==> config.mk <==
export PLATFORM = sky130hd
export DESIGN_NAME = fetch_unit
export DESIGN_NICKNAME = d
export VERILOG_FILES = /design/src/rtl/fetch_unit.sv
export SDC_FILE = /design/constraint.sdc
export NUM_CORES = 1
export LEC_CHECK = 0
export ABC_AREA = 1
export BUFFER_PORTS_ARGS = -buffer_cell sky130_fd_sc_hd__buf_2
export CAP_MARGIN = 20
export CORE_MARGIN = 10
export CORE_UTILIZATION = 40
export DETAILED_ROUTE_END_ITERATION = 8
export PLACE_DENSITY = 0.78
export SLEW_MARGIN = 5
export SYNTH_ARGS = -nofsm -noshare
export SYNTH_HDL_FRONTEND = slang
export SYNTH_SLANG_ARGS = --single-unit
export TNS_END_PERCENT = 5
==> constraint.sdc <==
create_clock -name clk -period 1.8 [get_ports clk]
set_input_delay 0.36 -clock clk [delete_from_list [all_inputs] [get_ports clk]]
set_output_delay 0.36 -clock clk [all_outputs]
set_load 0.02 [all_outputs]
==> src/rtl/fetch_unit.sv <==
// -----------------------------------------------------------------------------
// fetch_unit
//
// Instruction fetch stage sitting directly in front of the `rom` instruction
// memory. It owns the program counter, drives the ROM address, registers each
// returned instruction together with its PC, and presents the pair to decode.
// It supports start, branch redirect with flush, and a clean stop after the
// last instruction in memory has been handed over.
//
// Handshake: a transfer happens on every rising edge where out_valid and
// out_ready are both high. While out_valid is high and out_ready is low, the
// outputs stay stable. The output register can take a new entry whenever it
// is empty or is being drained on the same edge (accept = !out_valid || out_ready).
//
// Ports:
//   clk              rising-edge clock
//   rst              asynchronous, active-high reset
//   start            begin fetching from RESET_PC (only honoured in IDLE / DONE)
//   rom_address      ROM address, combinational copy of the PC register
//   rom_instruction  ROM data for rom_address, same cycle
//   redirect_valid   taken branch/jump: flush output and reload the PC
//   redirect_target  new PC for a redirect
//   out_valid        out_instruction / out_pc are valid
//   out_ready        decode accepts the current output
//   out_instruction  registered instruction
//   out_pc           address of out_instruction
//   busy             state is RUN or DRAIN
//   done             state is DONE
//   dbg_state_o      current FSM state (IDLE=0, RUN=1, DRAIN=2, DONE=3)
// -----------------------------------------------------------------------------
module fetch_unit #(
  parameter int INST_WIDTH   = 32,
  parameter int MAX_NUM_INST = 128,
  parameter int RESET_PC     = 0,
  localparam int AW          = $clog2(MAX_NUM_INST)
) (
  input  logic                  clk,
  input  logic                  rst,
  input  logic                  start,
  output logic [AW-1:0]         rom_address,
  input  logic [INST_WIDTH-1:0] rom_instruction,
  input  logic                  redirect_valid,
  input  logic [AW-1:0]         redirect_target,
  output logic                  out_valid,
  input  logic                  out_ready,
  output logic [INST_WIDTH-1:0] out_instruction,
  output logic [AW-1:0]         out_pc,
  output logic                  busy,
  output logic                  done,
  output logic [1:0]            dbg_state_o
);

  typedef enum logic [1:0] {
    S_IDLE  = 2'd0,
    S_RUN   = 2'd1,
    S_DRAIN = 2'd2,
    S_DONE  = 2'd3
  } state_e;

  localparam logic [AW-1:0] LAST_PC    = AW'(MAX_NUM_INST - 1);
  localparam logic [AW-1:0] RESET_ADDR = AW'(RESET_PC);

  state_e                  state_q, state_d;
  logic [AW-1:0]           pc_q, pc_d;
  logic                    out_valid_q, out_valid_d;
  logic [INST_WIDTH-1:0]   out_inst_q, out_inst_d;
  logic [AW-1:0]           out_pc_q, out_pc_d;

  logic accept;
  logic handshake;
  logic tgt_oob;

  assign accept    = !out_valid_q || out_ready;
  assign handshake = out_valid_q && out_ready;
  // Compared one bit wider so the check stays meaningful (and simply never
  // fires) when the depth is a power of two.
  assign tgt_oob   = ({1'b0, redirect_target} > (AW+1)'(MAX_NUM_INST - 1));

  always_comb begin
    state_d     = state_q;
    pc_d        = pc_q;
    // A completed transfer empties the register unless a fetch refills it.
    out_valid_d = out_valid_q && !out_ready;
    out_inst_d  = out_inst_q;
    out_pc_d    = out_pc_q;

    case (state_q)
      S_IDLE, S_DONE: begin
        if (start) begin
          state_d = S_RUN;
          pc_d    = RESET_ADDR;
        end
      end

      S_RUN, S_DRAIN: begin
        if (redirect_valid) begin
          // Redirect wins over fetch; the in-flight output is flushed.
          out_valid_d = 1'b0;
          pc_d        = redirect_target;
          state_d     = tgt_oob ? S_DONE : S_RUN;
        end else if (state_q == S_RUN) begin
          if (accept) begin
            out_valid_d = 1'b1;
            out_inst_d  = rom_instruction;
            out_pc_d    = pc_q;
            // The last address is never incremented past; drain instead.
            if (pc_q == LAST_PC) begin
              state_d = S_DRAIN;
            end else begin
              pc_d = pc_q + AW'(1);
            end
          end
        end else begin
          if (handshake) begin
            state_d = S_DONE;
          end
        end
      end

      default: begin
        state_d = S_IDLE;
      end
    endcase
  end

  always_ff @(posedge clk or posedge rst) begin
    if (rst) begin
      state_q     <= S_IDLE;
      pc_q        <= RESET_ADDR;
      out_valid_q <= 1'b0;
      out_inst_q  <= '0;
      out_pc_q    <= '0;
    end else begin
      state_q     <= state_d;
      pc_q        <= pc_d;
      out_valid_q <= out_valid_d;
      out_inst_q  <= out_inst_d;
      out_pc_q    <= out_pc_d;
    end
  end

  assign rom_address     = pc_q;
  assign out_valid       = out_valid_q;
  assign out_instruction = out_inst_q;
  assign out_pc          = out_pc_q;
  assign busy            = (state_q == S_RUN) || (state_q == S_DRAIN);
  assign done            = (state_q == S_DONE);
  assign dbg_state_o     = state_q;

endmodule
==> impl_results.html <==
<table>
<tr><th>Metric</th><th>Value</th></tr>
<tr><th colspan="2">Floorplanning</th></tr>
<tr><td>Die Y</td><td>approximately 95 um</td></tr>
<tr><td>Area of the placeable core</td><td>roughly 5500 um^2</td></tr>
<tr><td>Area of the die</td><td>about 9000 um^2</td></tr>
<tr><td>Number of I/O pins</td><td>95</td></tr>
<tr><td>Width of the die</td><td>~95 um</td></tr>
<tr><td>Number of cell rows</td><td>27</td></tr>
<tr><td>Initial cell density of the core</td><td>just over 40%</td></tr>
<tr><th colspan="2">Global routing</th></tr>
<tr><td>Global route total overflow</td><td>0</td></tr>
<tr><td>First-pass GRT wire length</td><td>approximately 8.5 mm</td></tr>
<tr><td>Via count of the first global-routing pass</td><td>between 1.5k and 2k</td></tr>
<tr><td>Aggregate global-route resource usage</td><td>11.7%</td></tr>
<tr><td>Antenna violations before repair</td><td>0</td></tr>
<tr><td>Maximum number of pins on one net before global-route repair</td><td>47</td></tr>
<tr><th colspan="2">Setup path</th></tr>
<tr><td>Data arrival at the endpoint of the critical path</td><td>1920 ps</td></tr>
<tr><td>Category of the worst setup path launch point</td><td>flop</td></tr>
<tr><td>Critical path's slowest cell</td><td>dfrtp_1</td></tr>
<tr><td>Type of destination of the critical path</td><td>flop</td></tr>
<tr><td>Peak fanout along the critical path</td><td>46</td></tr>
<tr><td>Critical path cell sequence</td><td>buf_4 -&gt; ha_1 -&gt; nand2_2 -&gt; inv_4 -&gt; nand2_8 -&gt; mux2_2</td></tr>
<tr><td>Critical path's largest stage delay</td><td>390 ps</td></tr>
<tr><td>Worst Path Required</td><td>1980 ps</td></tr>
<tr><td>Startpoint-to-endpoint class of the critical path</td><td>reg2reg</td></tr>
<tr><th colspan="2">Route</th></tr>
<tr><td>Metal2 WL</td><td>between 2 and 2.5 mm</td></tr>
<tr><td>Vias per Instance</td><td>between 4 and 5</td></tr>
<tr><td>Count of TritonRoute iterations in the first routing pass</td><td>5</td></tr>
<tr><td>M1 wire length</td><td>between 2 and 3 mm</td></tr>
<tr><td>Via count of the routed design</td><td>between 1.5k and 2k</td></tr>
<tr><td>Iteration-0 DRC count of the detailed router</td><td>34</td></tr>
<tr><td>Routed length per instance</td><td>about 15 um</td></tr>
<tr><td>Antenna violation net count after detailed routing</td><td>0</td></tr>
<tr><td>WL final</td><td>about 5.6 mm</td></tr>
<tr><td>Highest metal layer used by the detailed router</td><td>met4</td></tr>
<tr><td>DRC violations left</td><td>0</td></tr>
<tr><td>Length of routed met3 wiring</td><td>around 590 um</td></tr>
<tr><th colspan="2">Synth</th></tr>
<tr><td>Post-synthesis cell area</td><td>about 2300 um^2</td></tr>
<tr><td>Count of unique library cells instantiated by Yosys</td><td>19</td></tr>
<tr><td>Seq/Total Area, Yosys</td><td>54.3%</td></tr>
<tr><td>Number of register bits inferred by synthesis</td><td>49</td></tr>
<tr><td>Syn Area/Cell</td><td>11.5 um^2</td></tr>
<tr><td>Synthesis warning total</td><td>0</td></tr>
<tr><td>Post-synthesis net count</td><td>between 200 and 250</td></tr>
<tr><td>Post-Synthesis Cells</td><td>196</td></tr>
<tr><th colspan="2">Timing</th></tr>
<tr><td>RSZ-0062 raised after global routing</td><td>yes</td></tr>
<tr><td>Top achievable clock speed</td><td>about 570 MHz</td></tr>
<tr><td>Actual transition at the worst max-transition pin</td><td>just over 400 ps</td></tr>
<tr><td>Number of failing hold endpoints at the final stage</td><td>0</td></tr>
<tr><td>Clock skew</td><td>4.93 ps</td></tr>
<tr><td>Shortest clock period the worst path allows after layout</td><td>between 1500 and 2000 ps</td></tr>
<tr><td>Fin crit share</td><td>96.7%</td></tr>
<tr><td>Max Slew Vio Count</td><td>0</td></tr>
<tr><td>Relative slew slack</td><td>~73%</td></tr>
<tr><td>Number of endpoints failing setup at the final stage</td><td>0</td></tr>
<tr><td>Summed negative setup slack over all endpoints</td><td>0 ps</td></tr>
<tr><th colspan="2">Place</th></tr>
<tr><td>GPL Wtd Cong</td><td>0.905</td></tr>
<tr><td>Total placed instance area</td><td>~2800 um^2</td></tr>
<tr><td>Port bufs</td><td>94</td></tr>
<tr><td>Final HPWL from detailed placement</td><td>4.30 mm</td></tr>
<tr><th colspan="2">Pwr</th></tr>
<tr><td>Int Pwr</td><td>between 3 and 4 mW</td></tr>
<tr><td>Combinational group share of total power</td><td>52.2%</td></tr>
<tr><td>Clock group share of total power</td><td>about 14%</td></tr>
<tr><td>Peak supply drop</td><td>between 0.8 and 0.9 mV</td></tr>
<tr><td>Switching share of power</td><td>roughly two fifths</td></tr>
<tr><td>Power per cell area</td><td>roughly 1900 nW/um^2</td></tr>
<tr><td>Switching power of the nets</td><td>2.33 mW</td></tr>
<tr><td>Static leakage</td><td>approximately 1.6 nW</td></tr>
<tr><td>Part of the total power dissipated in sequential elements</td><td>33.9%</td></tr>
<tr><th colspan="2">Clock tree</th></tr>
<tr><td>Maximum clock path buffer count</td><td>2</td></tr>
<tr><td>Root Buffer Master</td><td>clkbuf_8</td></tr>
<tr><td>Number of sinks driven by the clock tree</td><td>49</td></tr>
<tr><td>Number of buffers created by CTS</td><td>5</td></tr>
<tr><td>Later-pin clock latency in the skew report</td><td>290 ps</td></tr>
<tr><td>Maximum level of the CTS H-tree</td><td>2</td></tr>
<tr><td>Cts-stage hold buffer count</td><td>0</td></tr>
<tr><td>Clk pin slew, worst setup/hold paths</td><td>approximately 90 ps</td></tr>
<tr><td>TritonCTS clock tree</td><td>built</td></tr>
<tr><th colspan="2">Status</th></tr>
<tr><td>Result of the run</td><td>finished, final reports clean</td></tr>
<tr><th colspan="2">Cells and area</th></tr>
<tr><td>Fin area</td><td>around 3000 um^2</td></tr>
<tr><td>Most frequent cells in the layout</td><td>94 x buf_2, 49 x dfrtp_1, 42 x nand2_1, 27 x mux2_4, 15 x o21ai_0</td></tr>
<tr><td>Filler cell count in the final layout</td><td>470</td></tr>
<tr><td>Share of layout cells above drive strength 1</td><td>~49%</td></tr>
<tr><td>Area growth syn-to-layout</td><td>30.0%</td></tr>
<tr><td>Number of nets at the end of the flow</td><td>roughly 350</td></tr>
<tr><td>Post-layout utilization of the core</td><td>between 50% and 60%</td></tr>
<tr><td>Commonest non-fill, non-tap cell in the layout</td><td>buf_2</td></tr>
<tr><td>Diode insertion count for antenna repair</td><td>0</td></tr>
<tr><th colspan="2">Job</th></tr>
<tr><td>Max-cap viol count</td><td>0</td></tr>
<tr><th colspan="2">Hold path</th></tr>
<tr><td>Class of the tightest hold or removal check</td><td>in2async</td></tr>
</table>
==> synthesized netlist by cell type <==
cell type	n	area share, %
a21oi_1	5	1.1
inv_2	1	0.17
nand2_2	3	0.83
buf_6	1	0.50
or2_2	1	0.28
o21ai_1	3	0.66
nor2_1	7	1.2
o21ai_0	15	3.3
ha_1	4	2.2
dfrtp_1	49	54
nand3_1	13	2.9
buf_8	2	1.3
buf_2	1	0.22
mux2_4	26	17
nand2_1	42	7.0
mux2_2	6	3.0
nand2_8	1	0.89
inv_1	14	2.3
inv_4	2	0.55
==> per-stage QoR <==
| stage | power (mW) | instances | setup slack [ps] | hold WS, ps |
|---|---|---|---|---|
| 2_1_floorplan | 3.97 | 196 | 70.2 | 509 |
| 3_3_place_gp | 4.77 | 360 | 198 | 427 |
| 3_5_place_dp | 4.82 | 360 | 64.8 | 430 |
| 4_1_cts | 5.66 | 370 | 26.4 | 111 |
| 5_1_grt | 6.07 | 370 | -22.7 | 124 |
| 6_report | 5.65 | 370 | 59.5 | 107 |
==> path summary, 6_finish.rpt <==
path / cells after the start / to / from / slack (ps)
worst min-delay path: 3 / out_pc[3] / rst / 110
min in group clk: 2 / out_instruction[15] / rom_instruction[15] / 290
max in group asynchronous: 3 / out_instruction[30] / rst / 1450
worst max register to register: 6 / out_instruction[16] / dbg_state_o[0] / 60
worst min register to register: 2 / out_pc[5] / out_pc[5] / 490
worst max-delay path: 6 / out_instruction[16] / dbg_state_o[0] / 60
==> cell type report <==
class                           instances  area, um^2  area share (%)
Tap cell                               72        90.1            3.07
Clock inverter                          1        30.0            1.02
Timing Repair Buffer                   98         500            17.1
Clock buffer                            7        86.3            2.94
Inverter                               17        68.8            2.34
Multi-Input combinational cell        126         933            31.8
Sequential cell                        49        1230            41.8
==> power groups by stage <==
stage,registers [mW],logic [mW],clock network [mW]
floorplan,2.56,1.40,0
global placement,1.91,2.85,0
detailed placement,1.94,2.88,0
CTS,1.91,2.94,0.811
global route,1.98,3.21,0.873
finish,1.91,2.95,0.788
==> layer usage <==
metal  up-vias  track usage (%)
li1        847                -
met1       796             14.3
met2        77             19.2
met3         4             4.40
met4         0             2.49
met5         -                0
==> registers in the layout, indices dropped and copies added, names as in the netlist <==
signal and count:
dbg_state_o 2, out_instruction 32, out_pc 7, out_valid 1, rom_address 7
==> worst max-delay path, delay by kind of cell, from the launching register on <==
kind	cells	cell delay [ps]
buffers and inverters	2	190
flip-flops	1	390
AND/OR/NAND/NOR	2	400
multiplexers	1	390
adder cells (fa/ha/maj)	1	230
==> repair_timing <==
item | in CTS | in global routing
buffers inserted | 2 | 0
resized for setup | 0 | 3
endpoints found under the setup margin | 1 | 7
==> cell families after synthesis <==
family | synth area share, %
simple gates | 13.0
flops | 54.3
fa+ha+maj | 2.22
mux | 20.3
buf+inv | 5.10
compound gates | 5.10
Power figures use the tool's default switching activity.
